===== src/rtl/uart_cmd_ctrl_if.sv =====
// Byte stream from the UART receiver and the resulting command side effects
// (baud select, register write bus, frame status).
interface uart_cmd_ctrl_if;
    logic [7:0] Rx_Data;
    logic       Rx_Done;
    logic [2:0] Baud_set;
    logic       Reg_wr_en;
    logic [7:0] Reg_addr;
    logic [7:0] Reg_wdata;
    logic       Frame_ok;
    logic       Frame_err;
    logic [7:0] Frame_cnt;

    modport master (
        output Rx_Data, Rx_Done,
        input  Baud_set, Reg_wr_en, Reg_addr, Reg_wdata,
        input  Frame_ok, Frame_err, Frame_cnt
    );

    modport slave (
        input  Rx_Data, Rx_Done,
        output Baud_set, Reg_wr_en, Reg_addr, Reg_wdata,
        output Frame_ok, Frame_err, Frame_cnt
    );
endinterface


===== src/rtl/uart_cmd_ctrl.sv =====
// Command-frame controller: assembles HEADER/CMD/ADDR/DATA/CHK frames from
// received bytes, verifies the 8-bit sum and executes register writes or
// baud changes. An inter-byte timeout returns a stalled frame to IDLE.
//
// state  | meaning
// -------+---------------------------------------------------------
// IDLE   | hunting for HEADER, other bytes dropped silently
// CMD    | waiting for command byte
// ADDR   | waiting for address byte
// DATA   | waiting for data byte
// CHK    | waiting for checksum byte, compare against running sum
// EXEC   | one cycle: apply command, incoming bytes are dropped
module uart_cmd_ctrl #(
    parameter logic [7:0] HEADER       = 8'hAA,
    parameter int         TIMEOUT_CYC  = 50000,
    parameter logic [2:0] BAUD_DEFAULT = 3'd4
) (
    input  logic          Clk,
    input  logic          Reset,
    uart_cmd_ctrl_if.slave bus
);

    localparam int             TW       = $clog2(TIMEOUT_CYC);
    localparam logic [TW-1:0] TMR_LOAD = TW'(TIMEOUT_CYC - 1);

    typedef enum logic [2:0] {
        S_IDLE, S_CMD, S_ADDR, S_DATA, S_CHK, S_EXEC
    } state_t;

    state_t        state_q, state_nxt;
    logic [7:0]    cmd_q, cmd_nxt;
    logic [7:0]    addr_q, addr_nxt;
    logic [7:0]    data_q, data_nxt;
    logic [7:0]    sum_q, sum_nxt;
    logic [TW-1:0] tmr_q, tmr_nxt;
    logic [2:0]    baud_q, baud_nxt;
    logic          wr_q, wr_nxt;
    logic          ok_q, ok_nxt;
    logic          err_q, err_nxt;
    logic [7:0]    raddr_q, raddr_nxt;
    logic [7:0]    rwdata_q, rwdata_nxt;
    logic [7:0]    cnt_q, cnt_nxt;
    logic          in_frame;
    logic          expired;

    // State register.
    always_ff @(posedge Clk) begin
        if (Reset) state_q <= S_IDLE;
        else       state_q <= state_nxt;
    end

    // Next-state, frame datapath and registered-output next values.
    always_comb begin
        state_nxt  = state_q;
        cmd_nxt    = cmd_q;
        addr_nxt   = addr_q;
        data_nxt   = data_q;
        sum_nxt    = sum_q;
        baud_nxt   = baud_q;
        wr_nxt     = 1'b0;
        ok_nxt     = 1'b0;
        err_nxt    = 1'b0;
        raddr_nxt  = raddr_q;
        rwdata_nxt = rwdata_q;
        cnt_nxt    = cnt_q;

        in_frame = (state_q == S_CMD) || (state_q == S_ADDR) ||
                   (state_q == S_DATA) || (state_q == S_CHK);
        // A byte on the expiry cycle takes priority over the timeout.
        expired  = in_frame && !bus.Rx_Done && (tmr_q == '0);

        if (!in_frame || bus.Rx_Done || expired) tmr_nxt = TMR_LOAD;
        else                                     tmr_nxt = tmr_q - 1'b1;

        if (expired) begin
            state_nxt = S_IDLE;
            err_nxt   = 1'b1;
        end else begin
            case (state_q)
                S_IDLE: begin
                    if (bus.Rx_Done && bus.Rx_Data == HEADER) begin
                        state_nxt = S_CMD;
                        sum_nxt   = 8'h00;
                    end
                end
                S_CMD: begin
                    if (bus.Rx_Done) begin
                        cmd_nxt   = bus.Rx_Data;
                        sum_nxt   = bus.Rx_Data;
                        state_nxt = S_ADDR;
                    end
                end
                S_ADDR: begin
                    if (bus.Rx_Done) begin
                        addr_nxt  = bus.Rx_Data;
                        sum_nxt   = sum_q + bus.Rx_Data;
                        state_nxt = S_DATA;
                    end
                end
                S_DATA: begin
                    if (bus.Rx_Done) begin
                        data_nxt  = bus.Rx_Data;
                        sum_nxt   = sum_q + bus.Rx_Data;
                        state_nxt = S_CHK;
                    end
                end
                S_CHK: begin
                    if (bus.Rx_Done) begin
                        if (bus.Rx_Data == sum_q) begin
                            state_nxt = S_EXEC;
                        end else begin
                            state_nxt = S_IDLE;
                            err_nxt   = 1'b1;
                        end
                    end
                end
                S_EXEC: begin
                    state_nxt = S_IDLE;
                    case (cmd_q)
                        8'h01: begin
                            wr_nxt     = 1'b1;
                            raddr_nxt  = addr_q;
                            rwdata_nxt = data_q;
                            ok_nxt     = 1'b1;
                            cnt_nxt    = cnt_q + 8'd1;
                        end
                        8'h02: begin
                            if (data_q <= 8'd4) begin
                                baud_nxt = data_q[2:0];
                                ok_nxt   = 1'b1;
                                cnt_nxt  = cnt_q + 8'd1;
                            end else begin
                                err_nxt = 1'b1;
                            end
                        end
                        default: err_nxt = 1'b1;
                    endcase
                end
                default: state_nxt = S_IDLE;
            endcase
        end
    end

    // Frame registers, timeout timer and registered outputs.
    always_ff @(posedge Clk) begin
        if (Reset) begin
            cmd_q    <= 8'h00;
            addr_q   <= 8'h00;
            data_q   <= 8'h00;
            sum_q    <= 8'h00;
            tmr_q    <= TMR_LOAD;
            baud_q   <= BAUD_DEFAULT;
            wr_q     <= 1'b0;
            ok_q     <= 1'b0;
            err_q    <= 1'b0;
            raddr_q  <= 8'h00;
            rwdata_q <= 8'h00;
            cnt_q    <= 8'h00;
        end else begin
            cmd_q    <= cmd_nxt;
            addr_q   <= addr_nxt;
            data_q   <= data_nxt;
            sum_q    <= sum_nxt;
            tmr_q    <= tmr_nxt;
            baud_q   <= baud_nxt;
            wr_q     <= wr_nxt;
            ok_q     <= ok_nxt;
            err_q    <= err_nxt;
            raddr_q  <= raddr_nxt;
            rwdata_q <= rwdata_nxt;
            cnt_q    <= cnt_nxt;
        end
    end

    assign bus.Baud_set  = baud_q;
    assign bus.Reg_wr_en = wr_q;
    assign bus.Reg_addr  = raddr_q;
    assign bus.Reg_wdata = rwdata_q;
    assign bus.Frame_ok  = ok_q;
    assign bus.Frame_err = err_q;
    assign bus.Frame_cnt = cnt_q;

endmodule


===== src/flat_wrapper.sv =====
// flat-port wrapper written by rule: the top's interface ports become plain ports
module uart_cmd_ctrl_flat 
#(
    parameter logic [7:0] HEADER       = 8'hAA,
    parameter int         TIMEOUT_CYC  = 50000,
    parameter logic [2:0] BAUD_DEFAULT = 3'd4
)
  (Clk, Reset, bus_Rx_Data, bus_Rx_Done, bus_Baud_set, bus_Reg_wr_en, bus_Reg_addr, bus_Reg_wdata, bus_Frame_ok, bus_Frame_err, bus_Frame_cnt);
  uart_cmd_ctrl_if bus_i ();
  input  logic Clk;
  input  logic Reset;
  input wire logic [$bits(bus_i.Rx_Data)-1:0] bus_Rx_Data;
  input wire logic [$bits(bus_i.Rx_Done)-1:0] bus_Rx_Done;
  output wire logic [$bits(bus_i.Baud_set)-1:0] bus_Baud_set;
  output wire logic [$bits(bus_i.Reg_wr_en)-1:0] bus_Reg_wr_en;
  output wire logic [$bits(bus_i.Reg_addr)-1:0] bus_Reg_addr;
  output wire logic [$bits(bus_i.Reg_wdata)-1:0] bus_Reg_wdata;
  output wire logic [$bits(bus_i.Frame_ok)-1:0] bus_Frame_ok;
  output wire logic [$bits(bus_i.Frame_err)-1:0] bus_Frame_err;
  output wire logic [$bits(bus_i.Frame_cnt)-1:0] bus_Frame_cnt;
  assign bus_i.Rx_Data = bus_Rx_Data;
  assign bus_i.Rx_Done = bus_Rx_Done;
  assign bus_Baud_set = bus_i.Baud_set;
  assign bus_Reg_wr_en = bus_i.Reg_wr_en;
  assign bus_Reg_addr = bus_i.Reg_addr;
  assign bus_Reg_wdata = bus_i.Reg_wdata;
  assign bus_Frame_ok = bus_i.Frame_ok;
  assign bus_Frame_err = bus_i.Frame_err;
  assign bus_Frame_cnt = bus_i.Frame_cnt;
  uart_cmd_ctrl #(.HEADER(HEADER), .TIMEOUT_CYC(TIMEOUT_CYC), .BAUD_DEFAULT(BAUD_DEFAULT)) u_core (.Clk(Clk), .Reset(Reset), .bus(bus_i));
endmodule

===== config.mk =====
export PLATFORM = sky130hd
export DESIGN_NAME = uart_cmd_ctrl_flat
export DESIGN_NICKNAME = d
export VERILOG_FILES = /design/src/rtl/uart_cmd_ctrl_if.sv /design/src/rtl/uart_cmd_ctrl.sv /design/src/flat_wrapper.sv
export SDC_FILE = /design/constraint.sdc
export NUM_CORES = 1
export LEC_CHECK = 0
export ABC_AREA = 1
export CAP_MARGIN = 20
export CORE_MARGIN = 2
export CORE_UTILIZATION = 35
export DETAILED_ROUTE_END_ITERATION = 16
export PLACE_DENSITY_LB_ADDON = 0.3
export SLEW_MARGIN = 20
export SYNTH_ARGS = -nofsm -noshare
export SYNTH_HDL_FRONTEND = slang
export SYNTH_SLANG_ARGS = --single-unit

===== constraint.sdc =====
create_clock -name Clk -period 2.5 [get_ports Clk]
set_input_delay 0.25 -clock Clk [delete_from_list [all_inputs] [get_ports Clk]]
set_output_delay 0.25 -clock Clk [all_outputs]
set_load 0.02 [all_outputs]

---- Word level (Yosys, flattened, before mapping) ----
Cells that the tools add are included.
storage, ports and cells
  register bits ........................... 81
  bits of input ports ..................... 11
  output and inout bits ................... 30
  logic and storage cells ................. 83
cells by class
  add/subtract/negate cells ............... 3
  $lt $le $gt $ge ......................... 1
  equal/unequal tests ..................... 16
  mux-type cells .......................... 22
  bitwise operators ....................... 2
  reduce and logical (&&, ||, !) cells .... 26
operators with widths
  operator               number
  $mux 8                 4
  $pmux 8 s3             1
  $mux 3                 6
  $logic_not 16->1       1
  $pmux 8 s2             1
  $sub 16x1->16 const B  1
  $pmux 3 s5             1
  $reduce_and 3->1       4
  $reduce_and 5->1       2
  $add 8x1->8 const B    1
  $add 8x8->8            1
  $eq 8x1->1 const B     1
  $eq 8x2->1 const B     1
  $eq 8x8->1             1
  $eq 8x8->1 const B     1
  $le 8x3->1 const B     1
  $ne 2x2->1 const B     4
  $reduce_and 4->1       2
  $eq 3x2->1 const B     2
  $eq 3x3->1 const B     2
  $mux 1                 6
  $ne 2x1->1 const B     3
  $pmux 1 s2             3
  $reduce_or 2->1        3
  9 further kinds        17

---- Longest topological paths before layout ----
Gate-level depths: netlist of run 1.
  word-level depth ........................ 8
  gate-level depth with buffers ........... 11
  mapped depth without buffers ............ 11

---- Least setup slack after synthesis of run 1 ----
OpenSTA, ideal clock, no wires.
  path type ............................... reg-to-reg
  start point ............................. reg u_core.sum_q[0]
  end point ............................... reg u_core.sum_q[6]
  library setup time ...................... 0.112 ns
  data arrival time ....................... 1.419 ns
  data required time ...................... 2.388 ns
  path slack .............................. 0.969 ns
  stages on the path, launching flop included .. 11
  path buffers ............................ 0
  period minus slack after synthesis ...... 1.531 ns
  path through ............................ dfxtp_1 -> ha_1 -> fa_1 -> nand2_1 -> nand3_1 -> nand3b_1 -> nand3_1 -> nand2_1 -> nor2_1 -> nor2_1 -> nor2_1
between the ends
  cells in the longest elaborated chain, start to end .. 3
RTL lines
  element                 line                                       source
  start, declared         uart_cmd_ctrl.sv:34                        logic [7:0] sum_q, sum_nxt;
  start signal, assigned  uart_cmd_ctrl.sv:163                       sum_q <= sum_nxt;
  $add 8x8->8             uart_cmd_ctrl.sv:96, uart_cmd_ctrl.sv:103
  $mux 8                  uart_cmd_ctrl.sv:94, uart_cmd_ctrl.sv:101
  $pmux 8 s3              uart_cmd_ctrl.sv:79                        case (state_q)
No other way between the ends. The select of a mux whose other input is x is not followed.
A chain may end at the register's enable or synchronous reset.

---- Worst setup path in the final report of run 1 ----
  start point ............................. reg u_core.state_q[0]
  end point ............................... reg u_core.baud_q[1], in the netlist u_core.bus.Baud_set[1]
between the ends
  cells in the longest elaborated chain, start to end .. 8
  elaborated cells between the ends (all ways) .. 12
  those cells by class .................... 5 x eq/ne; 1 x bitwise; 6 x reduce/logical
RTL lines
  element                                   line                  source
  start, declared                           uart_cmd_ctrl.sv:30   state_t state_q, state_nxt;
  start signal, assigned                    uart_cmd_ctrl.sv:49   else state_q <= state_nxt;
  $eq 3x1->1 or $eq 3x2->1 (tied branches)  uart_cmd_ctrl.sv:67   in_frame = (state_q == S_CMD) || (state_q == S_ADDR) ||
  $logic_or 1x1->1 (2 in a row)             uart_cmd_ctrl.sv:67
  $logic_or 1x1->1                          uart_cmd_ctrl.sv:68   (state_q == S_DATA) || (state_q == S_CHK);
  $logic_and 1x1->1 (2 in a row)            uart_cmd_ctrl.sv:70   expired = in_frame && !bus.Rx_Done && (tmr_q == '0);
  $not 1->1 (no source line)                -
  $reduce_and 4->1 (no source line) (*)     -
  end signal, assigned                      uart_cmd_ctrl.sv:165  baud_q <= baud_nxt;
  end, declared                             uart_cmd_ctrl.sv:36   logic [2:0] baud_q, baud_nxt;
Every way passes the cells marked *; elsewhere a longest branch is shown, timed or not.

==> qor.yml, run 1 <==
drive_gt1_frac: 0.0597
hpwl_um: 7170
worst_path_most_repeated_cell: "nand3_1"
finalNetCount: 636
cp.depth: 5
dr.pass1.iters: 4
synth_seq_cells: 81
crit_end: "u_core.bus.Baud_set[1]"
synthTopCellsByArea: "dfxtp_1, nand2_1, nor2_1"
yosysWarnings: 0
clk_pin_slew_ns: 0.08
r2r_cells: 5
clock_latency_ns: 0.36
grt_pass1_vias: 3467
timing.rr.start: "u_core.state_q[0]"
leakage_nw: 2.02
stdcell_area_um2: 4690
track_usage: 0.171
num_antenna_cells: 0
cts_resized: 0
worstHoldPathType: "reg -> reg"
yosysTopAreaCellShare: 0.413
setup_violations: 0
clock_sinks: 81
syn_area_per_cell_um2: 6.88
hold_viol_final: 0
drt-initial-drc-count: 189
finalNonFillerCells: 760
tightest_slew_ns: 0.447
grt_overflow: 0
tns_ns: 0
via_per_inst: 4.93
synth_ff_type: "dfxtp_1"
clock_tree.buffer_depth: 2
die_h_um: 110
crit_slowest_cell: "dfxtp_1"
syn-cell-area_um2: 3930
timing.final.crit_share: 0.702
area_delta_synth_final_pct: 19.2
critPathMaxStageDelay_ns: 0.47
powerDensity_nw_per_um2: 727
routedWlPerCell_um: 12.8
slew-limit-headroom: 0.701
grt_pass1_wl_um: 16000
port_buffers: 40
grt_max_degree: 47
crit_buf_inv: 1
synthDistinctLibCells: 31
place_congestion: 0.875
finalClockSkew_ns: 0.0118
die_w_um: 110
holdBufCountCts: 0
max_cap_viol_count: 0
max-vdd-ir-drop_mv: 0.324
cp_data_required_time_ns: 2.75
cp-startpoint: "u_core.state_q[0]"
totalPowerFinal_mw: 3.40
core_um2: 10900
cp_data_arrival_time_ns: 2.00
whs_ns: 0.396
placed_cells: 744
synth_top_area_cell: "dfxtp_1"
multi_input_area_um2: 1960
worstSetupPathType: "reg -> reg"
register_area_um2: 1620
drc: 0
max_freq_ghz: 0.570
min_period_ns: 1.76
yosys-top-cells-count: "nand2_1, nor2_1, dfxtp_1, inv_1, a21oi_1"
synth_fp_nets: 592
synth_cells: 571
ios: 41
cp_cell_sequence: "nand3_1, inv_1, nand3_1, o21ai_0, a21oi_1"
core.rowCount: 38
htreeDepth: 3
die_area_um2: 12100
initial_core_util: 0.361
antenna_found_initial: 0
outcome: "finished clean"
crit_fanout: 15
rsz0062_at_grt: "no"
rr_endpoint: "u_core.bus.Baud_set[1]"
endpoint_kind: "flip-flop"
maxSlewViolCount: 0
rrSetupSlack_ns: 0.74
post-cts-setup-buffer-count: 0
start_kind: "flip-flop"
synth_edf_count: 0
path_delay_family: "simple AND/OR/NAND/NOR gates"
cts_tree: "done"
ant_nets: 0
root_buffer: "clkbuf_8"
vias: 3746
fill_cells: 1120
async_reset_ff_frac: 0
wl_um: 9700
synth.most_common_cell: "nand2_1"
placed_area_um2: 4480
ys_seq_area_frac: 0.413
numCtsBuffers: 9
[cell usage in the layout, fill, tap and decap left out, drive strengths merged, types with 7 or more instances in the layout]
cell type,count
nand2,111
nor2,97
dfxtp,81
inv,71
a21oi,54
o21ai,49
nand3,49
clkdlybuf4s50,40
clkbuf,12
ha,9
xor2,7
nand4,7
buf,7
[where the power goes]
group	switching [mW]	internal [mW]
clock	0.467	0.516
sequential	0.0816	1.41
combinational	0.627	0.303
[layout make-up]
class	instances	share of cell area
clock inverters	4	0.0109
clock buffers	12	0.0331
repair buffers	47	0.0967
flip-flops and latches	81	0.346
inverters	73	0.0585
multi-input cells	403	0.417
well taps	140	0.0374
[per-layer routing]
| layer | routed length (µm) | GRT usage | up-vias |
|---|---|---|---|
| li1 | - | - | 1926 |
| met1 | 4370 | 0.206 | 1712 |
| met2 | 4680 | 0.294 | 83 |
| met3 | 372 | 0.0368 | 25 |
| met4 | 273 | 0.0714 | 0 |
| met5 | 0 | 0 | - |
[cells by family (layout without fill, tap and decap cells)]
kind of cell,Yosys count,after routing,synth area share
xor gates and xnor gates,9,9,0.0201
adders and majority gates,10,10,0.0337
AOI/OAI and AO/OA,109,109,0.144
buffers and inverters,87,136,0.0898
and+or+nand+nor,275,275,0.300
DFF,81,81,0.413
[how the worst min path moves through the flow]
stage / endpoint / cells past startpoint / from
CTS: u_core.tmr_q[0] / 1 / u_core.tmr_q[0]
detailed placement: u_core.tmr_q[0] / 1 / u_core.tmr_q[0]
floorplan: u_core.tmr_q[0] / 1 / u_core.tmr_q[0]
finish: u_core.tmr_q[0] / 1 / u_core.tmr_q[0]
global route: u_core.tmr_q[0] / 1 / u_core.tmr_q[0]
global placement: u_core.tmr_q[0] / 1 / u_core.tmr_q[0]
[registers in the layout (all words and copies together) (netlist names), 8 cells and up]
name and cells:
u_core.cmd_q 8, u_core.bus.Reg_addr 8, u_core.bus.Frame_cnt 8, u_core.bus.Reg_wdata 8, u_core.data_q 8, u_core.tmr_q 16
u_core.addr_q 8, u_core.sum_q 8
[through the flow]
stage | worst slack (ns) | util
2_1_floorplan | 0.969 | -
4_1_cts | 0.763 | 0.430
3_5_place_dp | 0.378 | 0.411
3_3_place_gp | 0.424 | 0.411
5_1_grt | 0.575 | 0.430
6_report | 0.745 | 0.430
Note: power is estimated with default switching activity, not from simulation.
==> inputs of run 2 (changes only) <==
clock period = 1.84 ns   (was 2.5 ns; I/O delays follow)
==> qor.yml, run 2 (same netlist as run 1, synthesis figures left out) <==
place_congestion: 0.874
outcome: "finished clean"
crit_slowest_cell: "fa_1"
hpwl_um: 7240
clock_tree.buffer_depth: 2
drive_gt1_frac: 0.0991
clock_sinks: 81
cts_tree: "done"
registers.top_by_ff_count: "u_core.tmr_q"
numCtsBuffers: 9
setup_violations: 0
clk_pin_slew_ns: 0.08
start_kind: "flip-flop"
worst_path_most_repeated_cell: "nor2_1"
rsz0062_at_grt: "no"
port_buffers: 40
min_period_ns: 1.66
worstHoldPathType: "reg -> reg"
clock_latency_ns: 0.35
met3_usage: 0.0385
grt.busiest_layer: "met2"
track_usage: 0.169
die_area_um2: 12100
hold_viol_final: 0
via_per_inst: 4.73
min_delay_path_depth: 1
core.rowCount: 38
grt_max_degree: 46
ios: 41
slew-limit-headroom: 0.724
p_clk_frac: 0.250
tightest_slew_ns: 0.410
powerDensity_nw_per_um2: 930
dr.pass1.iters: 4
wl_um: 9460
totalPowerFinal_mw: 4.51
finalNonFillerCells: 786
cp.depth: 10
worstSetupPathType: "reg -> reg"
grt_pass1_wl_um: 16100
num_antenna_cells: 0
r2r_cells: 10
grt_pass1_vias: 3544
max_cap_viol_count: 0
p_comb_frac: 0.301
routedWlPerCell_um: 12.0
power_frac_seq: 0.449
maxSlewViolCount: 0
htreeDepth: 3
grt_overflow: 0
die_h_um: 110
cp_data_required_time_ns: 2.10
core_um2: 10900
largest_reg_flops: 16
final_cell_mix: "nand2_1, nor2_1, dfxtp_1, inv_1, a21oi_1"
gr-usage-met1: 0.210
endpoint_kind: "flip-flop"
drc: 0
final_common_cell: "nand2_1"
crit_buf_inv: 0
switchingPower_mw: 1.57
finalClockSkew_ns: 0.00784
path_delay_family: "simple AND/OR/NAND/NOR gates"
area_delta_synth_final_pct: 23.5
ant_nets: 0
switching_share: 0.349
vias: 3721
intPower_mw: 2.94
die_w_um: 110
leakage_nw: 2.14
critPathMaxStageDelay_ns: 0.39
placed_cells: 769
cp_data_arrival_time_ns: 1.92
max_freq_ghz: 0.602
grt_util_met2: 0.289
max-vdd-ir-drop_mv: 0.388
drt-initial-drc-count: 183
initial_core_util: 0.361
cp_cell_sequence: "ha_1, fa_1, nand2_1, nand3_1, nand3b_1, nand3_1, nand2_1, nor2_1, nor2_1, nor2_1"
antenna_found_initial: 0
timing.final.crit_share: 0.903
finalNetCount: 664
root_buffer: "clkbuf_8"
crit_fanout: 3
## run 2: changes by cell type in the layout (fill, tap and decap cells not counted)
cell	change
buf_4	+28
bufinv_16	-1
clkbuf_8	-1
clkinv_1	-1
clkinv_2	+1
## run 2: area by class of cell
class | instances | area, µm²
Sequential cell | 81 | 1620
Multi-Input combinational cell | 403 | 1960
Fill cell | 1163 | 6030
Tap cell | 140 | 175
Clock inverter | 3 | 18.8
Clock buffer | 11 | 141
Timing Repair Buffer | 75 | 663
Inverter | 73 | 278
## run 2: worst paths after layout
path	start	endpoint	slack [ns]
max	u_core.sum_q[0]	u_core.sum_q[6]	0.18
min	u_core.tmr_q[0]	u_core.tmr_q[0]	0.39
max reg2reg	u_core.sum_q[0]	u_core.sum_q[6]	0.18
min reg2reg	u_core.tmr_q[0]	u_core.tmr_q[0]	0.39
## run 2: repair_timing
action,in CTS,in global routing
hold buffers,0,0
resized for setup,0,1
buffers inserted,0,3
setup endpoints to repair,0,7
## run 2: power groups by stage
stage	Combinational (mW)	Clock (mW)	Sequential, mW
detailed placement	1.36	0	2.06
finish	1.36	1.13	2.03
CTS	1.36	1.17	2.02
global placement	1.33	0	2.06
floorplan	0.954	0	2.04
global route	1.55	1.25	2.05
## run 2: metal layers
metal	vias up	wire (µm)
met4	0	122
met1	1678	4390
li1	1976	-
met2	53	4640
met5	-	0
met3	14	309
## run 2: stage by stage
stage                     setup slack [ns]  cell area (µm²)  hold WS [ns]  setup TNS (ns)   util
after floorplan                      0.309             3930         0.319               0      -
after global placement              -0.129             4670         0.376          -0.225  0.429
after CTS                            0.156             4830         0.399               0  0.443
after detailed placement            -0.168             4670         0.379          -0.384  0.429
after global routing               0.00918             4850         0.417               0  0.446
final                                0.178             4850         0.394               0  0.446
==> inputs of run 3 (changes only) <==
CTS_BUF_LIST = sky130_fd_sc_hd__clkbuf_16   (was default)
SKIP_LAST_GASP = 1   (was default)
==> qor.yml, run 3 (same netlist as run 1, synthesis figures left out) <==
cp_data_arrival_time_ns: 1.89
tns_ns: 0
max_freq_ghz: 0.602
grt_pass1_wl_um: 16200
antenna_found_initial: 0
timing.final.crit_share: 0.903
start_kind: "flip-flop"
crit_fanout: 3
track_usage: 0.170
totalPowerFinal_mw: 4.95
root_buffer: "clkbuf_16"
drc: 0
crit_slowest_cell: "fa_1"
registers.top_by_ff_count: "u_core.tmr_q"
clock_tree.buffer_depth: 2
die_w_um: 110
drt-initial-drc-count: 171
area_delta_synth_final_pct: 25.8
leakage_nw: 2.19
setup_violations: 0
finalNetCount: 664
endpoint_kind: "flip-flop"
power_frac_seq: 0.410
hpwl_um: 7240
initial_core_util: 0.361
dp_slack_ns: -0.168
dr.pass1.iters: 4
grt_pass1_vias: 3548
numCtsBuffers: 9
crit_buf_inv: 0
rsz0062_at_grt: "no"
clock_latency_ns: 0.33
via_per_inst: 4.75
switchingPower_mw: 1.63
switching_share: 0.330
cp_cell_sequence: "ha_1, fa_1, nand2_1, nand3_1, nand3b_1, nand3_1, nand2_1, nor2_1, nor2_1, nor2_1"
p_clk_frac: 0.314
placed_cells: 769
drive_gt1_frac: 0.0975
final_common_cell: "nand2_1"
routedWlPerCell_um: 12.1
p_comb_frac: 0.276
clk_pin_slew_ns: 0.06
largest_reg_flops: 16
stdcell_area_um2: 4940
core_um2: 10900
num_antenna_cells: 0
max_cap_viol_count: 0
fill_cells: 1152
place_congestion: 0.874
worst_path_most_repeated_cell: "nor2_1"
cts_tree: "done"
maxSlewViolCount: 0
finalClockSkew_ns: 0.00501
tightest_slew_ns: 0.411
htreeDepth: 3
vias: 3732
ant_nets: 0
outcome: "finished clean"
worstHoldPathType: "reg -> reg"
powerDensity_nw_per_um2: 1000
core.rowCount: 38
finalNonFillerCells: 786
critPathMaxStageDelay_ns: 0.39
worstSetupPathType: "reg -> reg"
clock_sinks: 81
hold_viol_final: 0
slew-limit-headroom: 0.724
die_h_um: 110
grt_max_degree: 46
wl_um: 9530
min_period_ns: 1.66
cp_data_required_time_ns: 2.07
grt_overflow: 0
path_delay_family: "simple AND/OR/NAND/NOR gates"
ios: 41
holdBufCountCts: 0
final_cell_mix: "nand2_1, nor2_1, dfxtp_1, inv_1, a21oi_1"
placed_area_um2: 4670
intPower_mw: 3.31
max-vdd-ir-drop_mv: 0.503
port_buffers: 40
die_area_um2: 12100
worst_slack_ns: 0.178
==> run 3: timing repair <==
action	4_1_cts	5_1_grt
setup endpoints to repair	0	5
resized for setup	0	1
buffers inserted	0	3
==> run 3: final timing paths <==
path | endpoint | startpoint | cells after the start | slack (ns)
worst min-delay path | u_core.tmr_q[0] | u_core.tmr_q[0] | 1 | 0.39
worst max-delay path | u_core.sum_q[6] | u_core.sum_q[0] | 10 | 0.18
worst min register to register | u_core.tmr_q[0] | u_core.tmr_q[0] | 1 | 0.39
worst max register to register | u_core.sum_q[6] | u_core.sum_q[0] | 10 | 0.18
==> run 3: layer usage <==
layer / share of wire / up-vias / routed length [µm] / GRT usage
met5: 0 / - / 0 / 0
met4: 0.014 / 0 / 135 / 0.0524
met3: 0.041 / 14 / 390 / 0.0385
met2: 0.49 / 60 / 4640 / 0.290
met1: 0.46 / 1677 / 4360 / 0.212
li1: - / 1981 / - / -
==> run 3: cell type report <==
type | count | area (µm²) | area share
multi-input cells | 403 | 1960 | 0.395
flip-flops and latches | 81 | 1620 | 0.328
repair buffers | 75 | 663 | 0.134
inverters | 73 | 278 | 0.0562
clock buffers | 9 | 225 | 0.0455
well taps | 140 | 175 | 0.0354
clock inverters | 5 | 26.3 | 0.00531
==> run 3: power by group through the flow <==
stage / clock network [mW] / logic [mW] / registers (mW)
final: 1.55 / 1.36 / 2.03
after global routing: 1.69 / 1.55 / 2.05
after CTS: 1.60 / 1.36 / 2.03
after detailed placement: 0 / 1.36 / 2.06
after global placement: 0 / 1.33 / 2.06
after floorplan: 0 / 0.954 / 2.04
==> run 3: through the flow <==
stage	hold WS [ns]	util
detailed placement	0.379	0.429
CTS	0.393	0.452
floorplan	0.319	-
finish	0.389	0.454
global route	0.411	0.454
global placement	0.376	0.429
==> run 3: worst register-to-register path: stages, from the launching register on <==
cell and delay, ns:
dfxtp_1 0.32, ha_1 0.21, fa_1 0.39, nand2_1 0.11, nand3_1 0.11, nand3b_1 0.12, nand3_1 0.07, nand2_1 0.06
nor2_1 0.04, nor2_1 0.08, nor2_1 0.04
